$ cat config.mk
export PLATFORM = sky130hd
export DESIGN_NAME = lsu_ctrl
export DESIGN_NICKNAME = d
export VERILOG_FILES = /design/src/rtl/lsu_pkg.sv /design/src/rtl/lsu_fault_check.sv /design/src/rtl/lsu_ctrl.sv
export SDC_FILE = /design/constraint.sdc
export NUM_CORES = 1
export LEC_CHECK = 0
export ABC_AREA = 1
export BUFFER_PORTS_ARGS = -buffer_cell sky130_fd_sc_hd__buf_4
export CELL_PAD_IN_SITES_DETAIL_PLACEMENT = 0
export CELL_PAD_IN_SITES_GLOBAL_PLACEMENT = 1
export CORE_ASPECT_RATIO = 1.1
export CORE_MARGIN = 2
export CORE_UTILIZATION = 33
export DETAILED_ROUTE_END_ITERATION = 16
export GPL_ROUTABILITY_DRIVEN = 0
export PLACE_DENSITY_LB_ADDON = 0.3
export SYNTH_ARGS = -nofsm -noshare
export SYNTH_HDL_FRONTEND = slang
export SYNTH_HIERARCHICAL = 1
export SYNTH_SLANG_ARGS = --single-unit
$ cat constraint.sdc
create_clock -name CLK -period 2.3 [get_ports CLK]
set_input_delay 0.23 -clock CLK [delete_from_list [all_inputs] [get_ports CLK]]
set_output_delay 0.23 -clock CLK [all_outputs]
set_load 0.01 [all_outputs]
$ cat src/rtl/lsu_pkg.sv
// lsu_pkg: shared definitions for the load/store sequencer.
//   - Size codes as seen on req_size / mem_size.
//   - Response cause codes driven on rsp_cause.
//   - FSM state encoding for lsu_ctrl.
package lsu_pkg;

  // Access size codes; bit 2 selects zero extension for loads.
  localparam logic [2:0] SZ_B  = 3'b000;
  localparam logic [2:0] SZ_H  = 3'b001;
  localparam logic [2:0] SZ_W  = 3'b010;
  localparam logic [2:0] SZ_BU = 3'b100;
  localparam logic [2:0] SZ_HU = 3'b101;

  // Response cause codes.
  localparam logic [1:0] CAUSE_OK       = 2'b00;
  localparam logic [1:0] CAUSE_MISALIGN = 2'b01;
  localparam logic [1:0] CAUSE_RANGE    = 2'b10;
  localparam logic [1:0] CAUSE_MEMEXC   = 2'b11;

  typedef enum logic [1:0] {
    StIdle,
    StAccess,
    StRead,
    StResp
  } lsu_state_e;

endpackage

$ cat src/rtl/lsu_fault_check.sv
// lsu_fault_check: combinational alignment and range check for one access.
// Ports:
//   size         in  3   access size code
//   addr         in  32  byte address
//   misaligned   out 1   address not aligned for size, or size code unsupported
//   out_of_range out 1   addr >= MEM_BYTES
// Kept free of any sequencer state so the fetch path can reuse it.
module lsu_fault_check
  import lsu_pkg::*;
#(
  parameter int unsigned MEM_BYTES = 65536
) (
  input  logic [2:0]  size,
  input  logic [31:0] addr,
  output logic        misaligned,
  output logic        out_of_range
);

  always_comb begin
    misaligned = 1'b0;
    case (size)
      SZ_B, SZ_BU: misaligned = 1'b0;
      SZ_H, SZ_HU: misaligned = addr[0];
      SZ_W:        misaligned = (addr[1:0] != 2'b00);
      // 011, 110, 111 have no meaning; reject them like a misalignment.
      default:     misaligned = 1'b1;
    endcase
  end

  assign out_of_range = (addr >= 32'(MEM_BYTES));

endmodule

$ cat src/rtl/lsu_ctrl.sv
// lsu_ctrl: load/store sequencer between the execute stage and the memory block.
// Ports:
//   CLK, RST                  clock, synchronous active-high reset
//   req_valid/req_ready       request handshake; req_ready high only in idle
//   req_wr, req_size,
//   req_addr, req_wdata       request fields, captured on the handshake
//   rsp_valid/rsp_ready       response handshake; response held until taken
//   rsp_rdata, rsp_cause      load result (0 for stores/faults) and cause code
//   mem_addr, mem_data_in,
//   mem_wr, mem_en, mem_size  memory request, driven from the captured request
//   mem_data_out              registered memory read data (1-cycle latency)
//   mem_exception             memory-side exception during the enabled cycle
module lsu_ctrl
  import lsu_pkg::*;
#(
  parameter int unsigned MEM_BYTES = 65536
) (
  input  logic        CLK,
  input  logic        RST,
  input  logic        req_valid,
  output logic        req_ready,
  input  logic        req_wr,
  input  logic [2:0]  req_size,
  input  logic [31:0] req_addr,
  input  logic [31:0] req_wdata,
  output logic        rsp_valid,
  input  logic        rsp_ready,
  output logic [31:0] rsp_rdata,
  output logic [1:0]  rsp_cause,
  output logic [31:0] mem_addr,
  output logic [31:0] mem_data_in,
  output logic        mem_wr,
  output logic        mem_en,
  output logic [2:0]  mem_size,
  input  logic [31:0] mem_data_out,
  input  logic        mem_exception
);

  lsu_state_e  state_q;
  logic        wr_q;
  logic [2:0]  size_q;
  logic [31:0] addr_q;
  logic [31:0] wdata_q;
  logic [31:0] rdata_q;
  logic [1:0]  cause_q;

  logic misaligned;
  logic out_of_range;

  // Checks the raw request so a fault can be answered without touching memory.
  lsu_fault_check #(
    .MEM_BYTES(MEM_BYTES)
  ) u_fault_check (
    .size        (req_size),
    .addr        (req_addr),
    .misaligned  (misaligned),
    .out_of_range(out_of_range)
  );

  always_ff @(posedge CLK) begin
    if (RST) begin
      state_q <= StIdle;
      wr_q    <= 1'b0;
      size_q  <= 3'b000;
      addr_q  <= 32'h0;
      wdata_q <= 32'h0;
      rdata_q <= 32'h0;
      cause_q <= CAUSE_OK;
    end else begin
      unique case (state_q)
        StIdle: begin
          // req_ready is high in idle, so req_valid alone is the handshake.
          if (req_valid) begin
            wr_q    <= req_wr;
            size_q  <= req_size;
            addr_q  <= req_addr;
            wdata_q <= req_wdata;
            rdata_q <= 32'h0;
            if (misaligned) begin
              cause_q <= CAUSE_MISALIGN;
              state_q <= StResp;
            end else if (out_of_range) begin
              cause_q <= CAUSE_RANGE;
              state_q <= StResp;
            end else begin
              cause_q <= CAUSE_OK;
              state_q <= StAccess;
            end
          end
        end
        StAccess: begin
          if (mem_exception) begin
            cause_q <= CAUSE_MEMEXC;
            state_q <= StResp;
          end else if (wr_q) begin
            state_q <= StResp;
          end else begin
            state_q <= StRead;
          end
        end
        StRead: begin
          // Memory formats data_out from mem_addr/mem_size, still held here.
          rdata_q <= mem_data_out;
          state_q <= StResp;
        end
        StResp: begin
          if (rsp_ready) begin
            state_q <= StIdle;
          end
        end
        default: state_q <= StIdle;
      endcase
    end
  end

  assign req_ready   = (state_q == StIdle);
  assign rsp_valid   = (state_q == StResp);
  assign rsp_rdata   = rdata_q;
  assign rsp_cause   = cause_q;
  assign mem_en      = (state_q == StAccess);
  assign mem_wr      = (state_q == StAccess) && wr_q;
  assign mem_addr    = addr_q;
  assign mem_size    = size_q;
  assign mem_data_in = wdata_q;

endmodule

==> impl_metrics.env <==
export IMPL_rows=41
export IMPL_die_w_um=108
export IMPL_dr_max_layer_used="met4"
export IMPL_grt_overflow=0
export IMPL_ioPinCount=210
export IMPL_end_kind="flop"
export IMPL_path_class="reg2reg"
export IMPL_first_pass_iters=4
export IMPL_critPathMaxFanout=68
export IMPL_grt_usage=0.171
export IMPL_setup_viol=0
export IMPL_setup_tns_ns=0
export IMPL_r2r_slack_ns=0.61
export IMPL_whs_path_depth=3
export IMPL_synth_nets=618
export IMPL_cp_required_ns=2.57
export IMPL_dpl_worst_slack_ns=0.612
export IMPL_seqPwrFrac=0.385
export IMPL_drv_cap=0
export IMPL_clk_latency_ns=0.34
export IMPL_netSwitchingFraction=0.356
export IMPL_synth_warnings=6
export IMPL_portBuffers=209
export IMPL_ir_drop_mv=0.561
export IMPL_drtIter0Drc=187
export IMPL_cts_hold_buf=0
export IMPL_holdCritStartpoint="req_wdata[25]"
export IMPL_wl_met2_um=5380
export IMPL_nFillCells=1124
export IMPL_post_cts_setup_buffers=0
export IMPL_die_h_um=119
export IMPL_ys_types=21
export IMPL_antenna_cells=0
export IMPL_multi_input_area_um2=1580
export IMPL_first_global_vias=3737
export IMPL_grt_setup_unrepaired="no"
export IMPL_syn_avg_cell_area_um2=7.76
export IMPL_arrival_ns=1.96
export IMPL_area_growth_pct=47.1
export IMPL_leakage_nw=2.68
export IMPL_period_needed_ns=1.69
export IMPL_routed_via_density=4.58
export IMPL_drive_gt1_frac=0.333
export IMPL_hold_viol_final=0
export IMPL_ant_nets=0
export IMPL_min_path_type="in2reg"
export IMPL_root_buffer="clkbuf_16"
export IMPL_synthCells=508
export IMPL_initial_core_util=0.341
export IMPL_path_clk_slew_ns=0.07
export IMPL_wl_per_cell_um=13.1
export IMPL_period_share=0.735
export IMPL_finalMaxSlewViolations=0
export IMPL_ff_latch_area_um2=2080
export IMPL_grt_max_degree=72
export IMPL_reg2reg_to="mem_data_in[20]"
export IMPL_antenna_found_initial=0
export IMPL_seq_area_frac_synth=0.528
export IMPL_drc=0
export IMPL_power_density_nw_per_um2=1150
export IMPL_clock_path_buffers=2
export IMPL_status="finished clean"
export IMPL_dieArea_um2=12800
export IMPL_skew_ns=0.00585
export IMPL_post_layout_nonfiller_instances=853
export IMPL_r2r_start="state_q[0]"
export IMPL_cts_num_sinks=104
export IMPL_cts_made_buffers=9
export IMPL_max_freq_mhz=592
export IMPL_place_inst=838
export IMPL_relSlewSlack=0.515
export IMPL_ff2ff_path_depth=6
export IMPL_dp_hpwl_um=7830
export IMPL_ctsHtreeMaxLevel=3
export IMPL_netlist_area_um2=3940
export IMPL_worst_slew_pin_slew_ns=0.728
export IMPL_whs_endpoint="mem_data_in[25]"
export IMPL_cts_tree="yes"
export IMPL_wl_um=11100
export IMPL_start_kind="flop"
export IMPL_finalWorstSetupSlack_ns=0.610
export IMPL_core_area_um2=11500
export IMPL_power_share_clock=0.225
export IMPL_p_switching_mw=2.37
export IMPL_wl_met1_um=4610
export IMPL_ys_ff_latch=104
export IMPL_p_int_mw=4.28
export IMPL_nNetsFinal=809
export IMPL_p_comb_frac=0.390
export IMPL_wl_met3_um=997
export IMPL_cts_resized=0
export IMPL_grt_pass1_wl_um=17600
export IMPL_num_vias=3910
[cells in the mapped netlist, drive strengths merged]
master,count,area share
a21oi,35,0.044
buf,20,0.043
clkbuf,14,0.014
clkinv,1,0.0013
dfxtp,104,0.53
ha,5,0.016
inv,13,0.012
nand2,53,0.051
nand3,33,0.042
nor2,154,0.15
o21ai,73,0.096
o21bai,2,0.0038
or2,1,0.0016
[per-layer routing]
| metal | GRT usage | vias to the layer above |
|---|---|---|
| met5 | 0 | - |
| met4 | 0.0601 | 0 |
| met3 | 0.0618 | 12 |
| met2 | 0.287 | 132 |
| met1 | 0.200 | 1749 |
| li1 | - | 2017 |
[cells in the final DEF, fill, tap and decap left out, types with 5 or more instances in the layout]
| cell type | n |
|---|---|
| o21ai_1 | 10 |
| o21ai_0 | 62 |
| clkbuf_16 | 9 |
| nand3_1 | 33 |
| nor2_1 | 154 |
| ha_1 | 5 |
| buf_4 | 214 |
| dfxtp_1 | 104 |
| a21oi_1 | 35 |
| nand2_1 | 52 |
| inv_1 | 10 |
[sequential cells by signal, summed over array words and instances, names as in the netlist]
| signal | flops |
|---|---|
| state_q | 2 |
| mem_size | 3 |
| mem_addr | 32 |
| rsp_cause | 2 |
| rsp_rdata | 32 |
| wr_q | 1 |
| mem_data_in | 32 |
[logic make-up (layout without fill, tap and decap cells)]
group	Yosys count	count (layout)	share of synthesized area
AOI/OAI and AO/OA	110	110	0.144
adders and majority gates	5	5	0.0159
buffers and inverters	48	243	0.0708
DFF	104	104	0.528
and+or+nand+nor	241	241	0.241
[per-stage QoR]
step                      power (mW)  hold slack [ns]  area (um2)   util
after floorplan                 4.16            0.375        3940      -
after global placement          5.18            0.465        5510  0.477
after detailed placement        5.23            0.473        5510  0.477
after CTS                       6.75            0.116        5800  0.502
after global routing            7.15            0.124        5800  0.502
final                           6.65            0.126        5800  0.502
[how the worst max path moves through the flow]
stage / from / to / slack, ns
2_1_floorplan: state_q[0] / rsp_rdata[10] / 0.86
3_3_place_gp: state_q[0] / mem_size[0] / 0.69
3_5_place_dp: state_q[0] / mem_addr[27] / 0.61
4_1_cts: state_q[0] / mem_data_in[20] / 0.59
5_1_grt: state_q[0] / mem_addr[1] / 0.38
6_report: state_q[0] / mem_data_in[20] / 0.61
[cell type report]
class | instances | area share
well taps | 150 | 0.0324
clock inverters | 5 | 0.0101
inverters | 14 | 0.00928
repair buffers | 214 | 0.277
clock buffers | 10 | 0.0395
flip-flops and latches | 104 | 0.359
multi-input cells | 356 | 0.273
[critical path, cell delays in order (launching register included)]
cell and delay [ns]:
dfxtp_1 0.38, inv_1 0.11, ha_1 0.24, nand2_2 0.08, buf_4 0.50, o21ai_0 0.17, nor2_1 0.12
[power groups by stage]
| stage | logic (mW) | clock network (mW) | registers, mW |
|---|---|---|---|
| floorplan | 1.38 | 0 | 2.78 |
| global placement | 2.60 | 0 | 2.58 |
| detailed placement | 2.63 | 0 | 2.60 |
| CTS | 2.64 | 1.55 | 2.57 |
| global route | 2.91 | 1.62 | 2.63 |
| finish | 2.59 | 1.49 | 2.56 |
Power figures use the tool's default switching activity.
